==> config.mk <==
export PLATFORM = sky130hd
export DESIGN_NAME = display_controller
export DESIGN_NICKNAME = d
export VERILOG_FILES = /design/src/rtl/display_pkg.sv /design/src/rtl/btn_debounce.sv /design/src/rtl/display_controller.sv
export SDC_FILE = /design/constraint.sdc
export NUM_CORES = 1
export LEC_CHECK = 0
export BUFFER_PORTS_ARGS = -buffer_cell sky130_fd_sc_hd__buf_2
export CAP_MARGIN = 30
export CORE_ASPECT_RATIO = 0.5
export CORE_MARGIN = 3
export CORE_UTILIZATION = 60
export CTS_CLUSTER_DIAMETER = 80
export DETAILED_ROUTE_END_ITERATION = 16
export GPL_TIMING_DRIVEN = 1
export PLACE_DENSITY = 0.78
export SYNTH_ARGS = -nofsm -noshare
export SYNTH_HDL_FRONTEND = slang
export SYNTH_SLANG_ARGS = --single-unit
==> constraint.sdc <==
create_clock -name clk -period 2.7 [get_ports clk]
set_clock_uncertainty 0.2 [all_clocks]
set_input_delay 0.54 -clock clk [delete_from_list [all_inputs] [get_ports clk]]
set_output_delay 0.54 -clock clk [all_outputs]
set_load 0.1 [all_outputs]
==> src/rtl/display_pkg.sv <==
// Shared view encodings and widths for the hex-display sequencer.
package display_pkg;

    typedef enum logic [2:0] {
        VIEW_PC_LO  = 3'd0,
        VIEW_PC_HI  = 3'd1,
        VIEW_REG_LO = 3'd2,
        VIEW_REG_HI = 3'd3,
        VIEW_INS_LO = 3'd4,
        VIEW_INS_HI = 3'd5
    } view_t;

    localparam view_t       VIEW_LAST  = VIEW_INS_HI;
    localparam int unsigned REG_ADDR_W = 5;

    // Cyclic successor; never produces the unused encodings 6 and 7.
    function automatic view_t next_view(input view_t v);
        return (v == VIEW_LAST) ? VIEW_PC_LO : view_t'(v + 3'd1);
    endfunction

endpackage

==> src/rtl/btn_debounce.sv <==
// Push-button conditioner: 2-flop synchronizer, stability counter, and a
// one-cycle press pulse on each accepted rising level.
module btn_debounce
    import display_pkg::*;
#(
    parameter int unsigned DEBOUNCE_CYCLES = 500000
) (
    input  logic clk,
    input  logic rst,
    input  logic raw,
    output logic press
);

    localparam int unsigned CNT_W = $clog2(DEBOUNCE_CYCLES);

    logic             sync_1;
    logic             sync_2;
    logic             level;
    logic             level_d;
    logic [CNT_W-1:0] cnt;

    always_ff @(posedge clk) begin
        if (rst) begin
            sync_1  <= 1'b0;
            sync_2  <= 1'b0;
            level   <= 1'b0;
            level_d <= 1'b0;
            cnt     <= '0;
        end else begin
            sync_1  <= raw;
            sync_2  <= sync_1;
            level_d <= level;
            // Any cycle of agreement restarts the stability window.
            if (sync_2 != level) begin
                if (cnt == CNT_W'(DEBOUNCE_CYCLES - 1)) begin
                    level <= sync_2;
                    cnt   <= '0;
                end else begin
                    cnt <= cnt + 1'b1;
                end
            end else begin
                cnt <= '0;
            end
        end
    end

    assign press = level & ~level_d;

endmodule

==> src/rtl/display_controller.sv <==
// View/register-address sequencer for the four-digit hex display: debounced
// single-step buttons plus an optional timed auto-scroll.
module display_controller
    import display_pkg::*;
#(
    parameter int unsigned DEBOUNCE_CYCLES = 500000,
    parameter int unsigned DWELL_CYCLES    = 50000000,
    parameter int unsigned NUM_REGS        = 32
) (
    input  logic       clk,
    input  logic       rst,
    input  logic       btn_next,
    input  logic       btn_reg,
    input  logic       sw_auto,
    output logic [2:0] sel,
    output logic [4:0] reg_addr,
    output logic       auto_active,
    output logic       view_changed
);

    localparam int unsigned DWELL_W = $clog2(DWELL_CYCLES);

    logic                  next_press;
    logic                  reg_press;
    logic                  auto_s1;
    logic [DWELL_W-1:0]    dwell_q;
    logic [DWELL_W-1:0]    dwell_d;
    view_t                 view_q;
    view_t                 view_d;
    logic [REG_ADDR_W-1:0] reg_q;
    logic [REG_ADDR_W-1:0] reg_d;
    logic                  changed_d;
    logic                  expiry;
    logic                  advance;
    logic                  reg_step;

    btn_debounce #(.DEBOUNCE_CYCLES(DEBOUNCE_CYCLES)) u_next_db (
        .clk   (clk),
        .rst   (rst),
        .raw   (btn_next),
        .press (next_press)
    );

    btn_debounce #(.DEBOUNCE_CYCLES(DEBOUNCE_CYCLES)) u_reg_db (
        .clk   (clk),
        .rst   (rst),
        .raw   (btn_reg),
        .press (reg_press)
    );

    always_ff @(posedge clk) begin
        if (rst) begin
            auto_s1      <= 1'b0;
            auto_active  <= 1'b0;
            dwell_q      <= '0;
            view_q       <= VIEW_PC_LO;
            reg_q        <= '0;
            view_changed <= 1'b0;
        end else begin
            auto_s1      <= sw_auto;
            auto_active  <= auto_s1;
            dwell_q      <= dwell_d;
            view_q       <= view_d;
            reg_q        <= reg_d;
            view_changed <= changed_d;
        end
    end

    always_comb begin
        expiry    = auto_active && (dwell_q == DWELL_W'(DWELL_CYCLES - 1));
        advance   = next_press || expiry;
        // Register stepping is gated by the view shown before this cycle's advance.
        reg_step  = reg_press && (view_q == VIEW_REG_LO || view_q == VIEW_REG_HI);
        view_d    = view_q;
        reg_d     = reg_q;
        dwell_d   = '0;
        changed_d = advance || reg_step;
        if (advance) begin
            view_d = next_view(view_q);
        end
        if (reg_step) begin
            reg_d = (reg_q == REG_ADDR_W'(NUM_REGS - 1)) ? '0 : reg_q + 1'b1;
        end
        if (auto_active && !advance) begin
            dwell_d = dwell_q + 1'b1;
        end
    end

    assign sel      = view_q;
    assign reg_addr = reg_q;

endmodule

# Word-level counts from Yosys, hierarchy flattened
# Cells that the tools add are included.
# totals
regBits	83
latch_bits	0
ram_bits	0
romBits	0
input_bits	5
wordCells	51
mem_count	0
# op_classes
addsub	5
n_mul	0
n_div	0
magnitude_cmp	0
eq_ne	9
n_shift	0
n_mux	2
bitwise	7
n_reduce_logical	12
# op_table
op	n
$add A19 B1 Y19 const B	2
$eq A19 B19 Y1 const B	2
$add A26 B1 Y26 const B	1
$eq A26 B26 Y1 const B	1
$eq A3 B2 Y1 const B	2
$reduce_or A3 Y1	2
$add A5 B1 Y5 const B	1
$eq A5 B5 Y1 const B	1
$mux W5	1
$not A1 Y1	5
$reduce_and A2 Y1	2
$add A3 B1 Y3 const B	1
$eq A3 B3 Y1 const B	1
$logic_and A1 B1 Y1	3
$logic_or A1 B1 Y1	3
$mux W3	1
$and A1 B1 Y1	2
$ne A1 B1 Y1	2
$reduce_or A2 Y1	1
$logic_not A1 Y1	1

# Depth between registers and ports, before layout
# depth
ltp_word	7
ltp_mapped	7
depth_no_buf	6

# Cells and area by module
# Synthesis repeated with hierarchy kept, for this count alone.
# unflattened
hier_cells	419
hier_area_um2	3791.1
# modules_own_cells
module	instances	cells_each	area_per_inst_um2	seq_area_each_um2
btn_debounce	2	109	999.7	460.4
display_controller	1	201	1791.7	740.7

# Least setup slack after synthesis
# No wires, ideal clock.
# synth_timing
path_kind	flip-flop to flip-flop
startpoint	register view_q[0] (netlist: sel[0])
endpoint	register reg_q[2] (netlist: reg_addr[2])
arrival_time_ns	2.335
required_time_ns	2.429
slack_ns	0.095
path_stages_with_launch	6
path_buffers	0
period_less_slack_ns	2.605
cell_sequence	dfxtp_1 and2_1 ha_1 o21ai_1 or4b_2 a21oi_1
# synth_via
elab_chain_len	3
# synth_rtl
element	line_no	text
from (decl)	display_controller.sv:28	view_t view_q;
from (signal assigned)	display_controller.sv:63	view_q <= view_d;
$eq A3 B2 Y1	display_controller.sv:73	reg_step = reg_press && (view_q == VIEW_REG_LO || view_q == VIEW_REG_HI);
$logic_or A1 B1 Y1 (*)	display_controller.sv:73	
$logic_and A1 B1 Y1 (*)	display_controller.sv:73	
to (signal assigned)	display_controller.sv:64	reg_q <= reg_d;
to (decl)	display_controller.sv:30	logic [REG_ADDR_W-1:0] reg_q;
# Mark *: on every way between the ends. The rest lies on a longest branch, timed or not.
# A chain may end at the register's enable or synchronous reset.

# Final worst setup path
# layout_timing
startpoint	register dwell_q[0]
endpoint	register view_q[0] (netlist: sel[0])
# layout_via
elab_chain_len	3
# layout_rtl
element	line_no	text
from (decl)	display_controller.sv:26	logic [DWELL_W-1:0] dwell_q;
from (signal assigned)	display_controller.sv:62	dwell_q <= dwell_d;
$eq A26 B26 Y1	display_controller.sv:70	expiry = auto_active && (dwell_q == DWELL_W'(DWELL_CYCLES - 1));
$logic_and A1 B1 Y1	display_controller.sv:70	
$logic_or A1 B1 Y1	display_controller.sv:71	advance = next_press || expiry;
# No other way between the ends.

==> flow_summary.ini <==
[grt]
grt_pass1_wl_mm = 13.3
grtUsageTotal = 0.221
grt_pass1_vias = 2980
gr-total-overflow = 0
antenna_found_initial = 0
grt_max_degree = 27

[critical_path]
critPathLaunchType = register
required_ns = 2.72
crit_type = reg -> reg
path_max_fanout = 8
end_kind = register
cp.arrival_ns = 2.22

[synth]
synth_area_sq_mm = 0.00378
synth_edf_count = 0
synth-seq-area-share = 0.439
yosysWarningCount = 0
syn_area_per_cell_sq_um = 9.01
ys_types = 48
syn-instance-count = 420
synth_top_area_share = 0.439
ys.flop_type = dfxtp_1
synth_seq_cells = 83
ys_top_cells_by_area = dfxtp_1 (44%), xor2_1 (6.3%), nor2_1 (4.2%)
syn_nets = 431
async_reset_ff_frac = 0
netlist.top_cell.by_area = dfxtp_1

[sta]
rsz0062_at_grt = no
max_freq_ghz = 0.455
holdWs_ns = 0.209
setup_tns_ns = 0
finalSetupViolations = 0
period_needed_ns = 2.20
drv_slew = 0
slew-limit-headroom = 0.604
timing_hold_violations_final = 0
worst_pin_slew_ns = 0.590
min_period_over_period = 0.815

[power]
p_per_area_mw_per_mm2 = 650
power.leakage_nw = 1.40
p_total_w = 0.00278
ir_drop_mv = 0.316

[drt]
ant_nets = 0
vias_per_cell = 6.00
drt-wirelength-per-cell_um = 14.8
drt_pass1_iterations = 5
finalWirelength_mm = 7.74
vias = 3136
drc = 0
drt_iter0_drc = 176

[die]
core_region_area_sq_mm = 0.00578
fp.dieH_um = 62.2
die_x_um = 118
core.rowCount = 19
dieArea_sq_mm = 0.00735
ios = 15
initial_core_util = 0.655

[clock_network]
cts_resized = 0
path_clk_slew_ns = 0.06
cts_tree = done
cts_made_buffers = 9
htreeDepth = 3
postCtsHoldBufs = 0
cts_setup_buffers = 0
clock-root-buffer = clkbuf_16
worstSkewPairLatency_ns = 0.33
cts_num_sinks = 83
cts_max_path_buffers = 2

[outcome]
status = finished clean

[finish]
nets = 445
antennaDiodeCount = 0
fillers = 442
synthToLayoutAreaGrowth_pct = 13.0
final_layout_size_suffix_gt1_frac = 0.100
multiInputGateArea_sq_mm = 0.00201
seq_area_sq_mm = 0.00166

[run]
maxCapViolations = 0

[place]
place_congestion = 0.892
hpwl_mm = 5.19
port_buffers = 14

[worst_hold_path]
min_path_type = in -> reg
[metrics by stage]
stage                     setup slack, ns  area [sq um]  instances   util
after floorplan                    0.0948          3780        420      -
after global placement              0.614          3910        507  0.677
after detailed placement            0.557          3910        507  0.677
after CTS                           0.525          4280        523  0.740
after global routing                0.364          4280        523  0.740
final                               0.500          4280        523  0.740
[synthesized netlist by cell type (all sizes together) (7+ instances only)]
cell type,count
nand3,28
or4,10
nand2,19
a21oi,12
xnor2,14
nor4,7
o31ai,8
and4,9
clkbuf,7
buf,8
or3,14
nor3,17
nor2,42
dfxtp,83
o21ai,16
xor2,27
inv,8
and3,7
nor2b,11
a211oi,13
nand4,20
[final timing paths]
kind	from	end	slack, ns	cells after the start
worst min-delay path	btn_next	u_next_db.sync_1$_SDFF_PP0_	0.21	2
worst max register to register	dwell_q[0]$_SDFF_PP0_	sel[0]$_SDFFE_PP0P_	0.50	5
worst min register to register	auto_s1$_SDFF_PP0_	auto_active$_SDFF_PP0_	0.24	1
worst max-delay path	dwell_q[0]$_SDFF_PP0_	sel[0]$_SDFFE_PP0P_	0.50	5
[registers in the layout (all words and copies together), names as in the netlist]
signal,flops
u_reg_db.level_d,1
u_next_db.cnt,19
u_reg_db.sync_2,1
u_reg_db.cnt,19
reg_addr,5
view_changed,1
auto_s1,1
u_next_db.sync_1,1
sel,3
u_next_db.sync_2,1
u_next_db.level_d,1
u_next_db.level,1
u_reg_db.sync_1,1
dwell_q,26
auto_active,1
u_reg_db.level,1
[layer usage]
metal | share of wire | vias up | GRT usage
met2 | 0.48 | 68 | 0.364
met1 | 0.45 | 1482 | 0.260
met5 | 0 | - | 0
li1 | - | 1568 | -
met4 | 0.017 | 0 | 0.101
met3 | 0.046 | 18 | 0.0771
[cells by family (layout without fill, tap and decap cells)]
kind of cell / after synthesis / after routing / share of synthesized area
AND/OR/NAND/NOR: 207 / 207 / 0.309
flip-flops: 83 / 83 / 0.439
AO/OA/AOI/OAI: 56 / 56 / 0.0979
XOR/XNOR: 41 / 41 / 0.0949
buffers and inverters: 23 / 42 / 0.0284
adder cells (fa/ha/maj): 6 / 6 / 0.0198
multiplexers: 4 / 4 / 0.0109
[report_power, final]
| group | internal (W) | switching [W] |
|---|---|---|
| Sequential | 0.00123 | 0.00000677 |
| Combinational | 0.0000145 | 0.0000447 |
| Clock | 0.00100 | 0.000482 |
| Total | 0.00225 | 0.000533 |
[cell type report]
| class | instances | area share |
|---|---|---|
| multi-input cells | 314 | 0.471 |
| repair buffers | 18 | 0.0234 |
| clock inverters | 6 | 0.0319 |
| well taps | 84 | 0.0246 |
| inverters | 8 | 0.00702 |
| clock buffers | 10 | 0.0535 |
| flip-flops and latches | 83 | 0.389 |
[worst max-delay path, cell delays in order, from the launching register on]
cell	delay (ns)
dfxtp_1	0.37
ha_1	0.20
and3_1	0.34
nand2_1	0.17
o41a_1	0.51
mux2_2	0.29
[placed cells by master, fill, tap and decap left out, drive strengths merged, types with 4 or more instances in the layout]
cell    Yosys  routed
a211oi     13      13
a21oi      12      12
and2        4       4
and3        7       7
and4        9       9
buf         8      18
bufinv      0       4
clkbuf      7      10
dfxtp      83      83
ha          6       6
inv         8       9
nand2      19      19
nand3      28      28
nand4      20      20
nor2       42      42
nor2b      11      11
nor3       17      17
nor4        7       7
o21ai      16      16
o31ai       8       8
or3        14      14
or4        10      10
xnor2      14      14
xor2       27      27
Note: power is estimated with default switching activity, not from simulation.
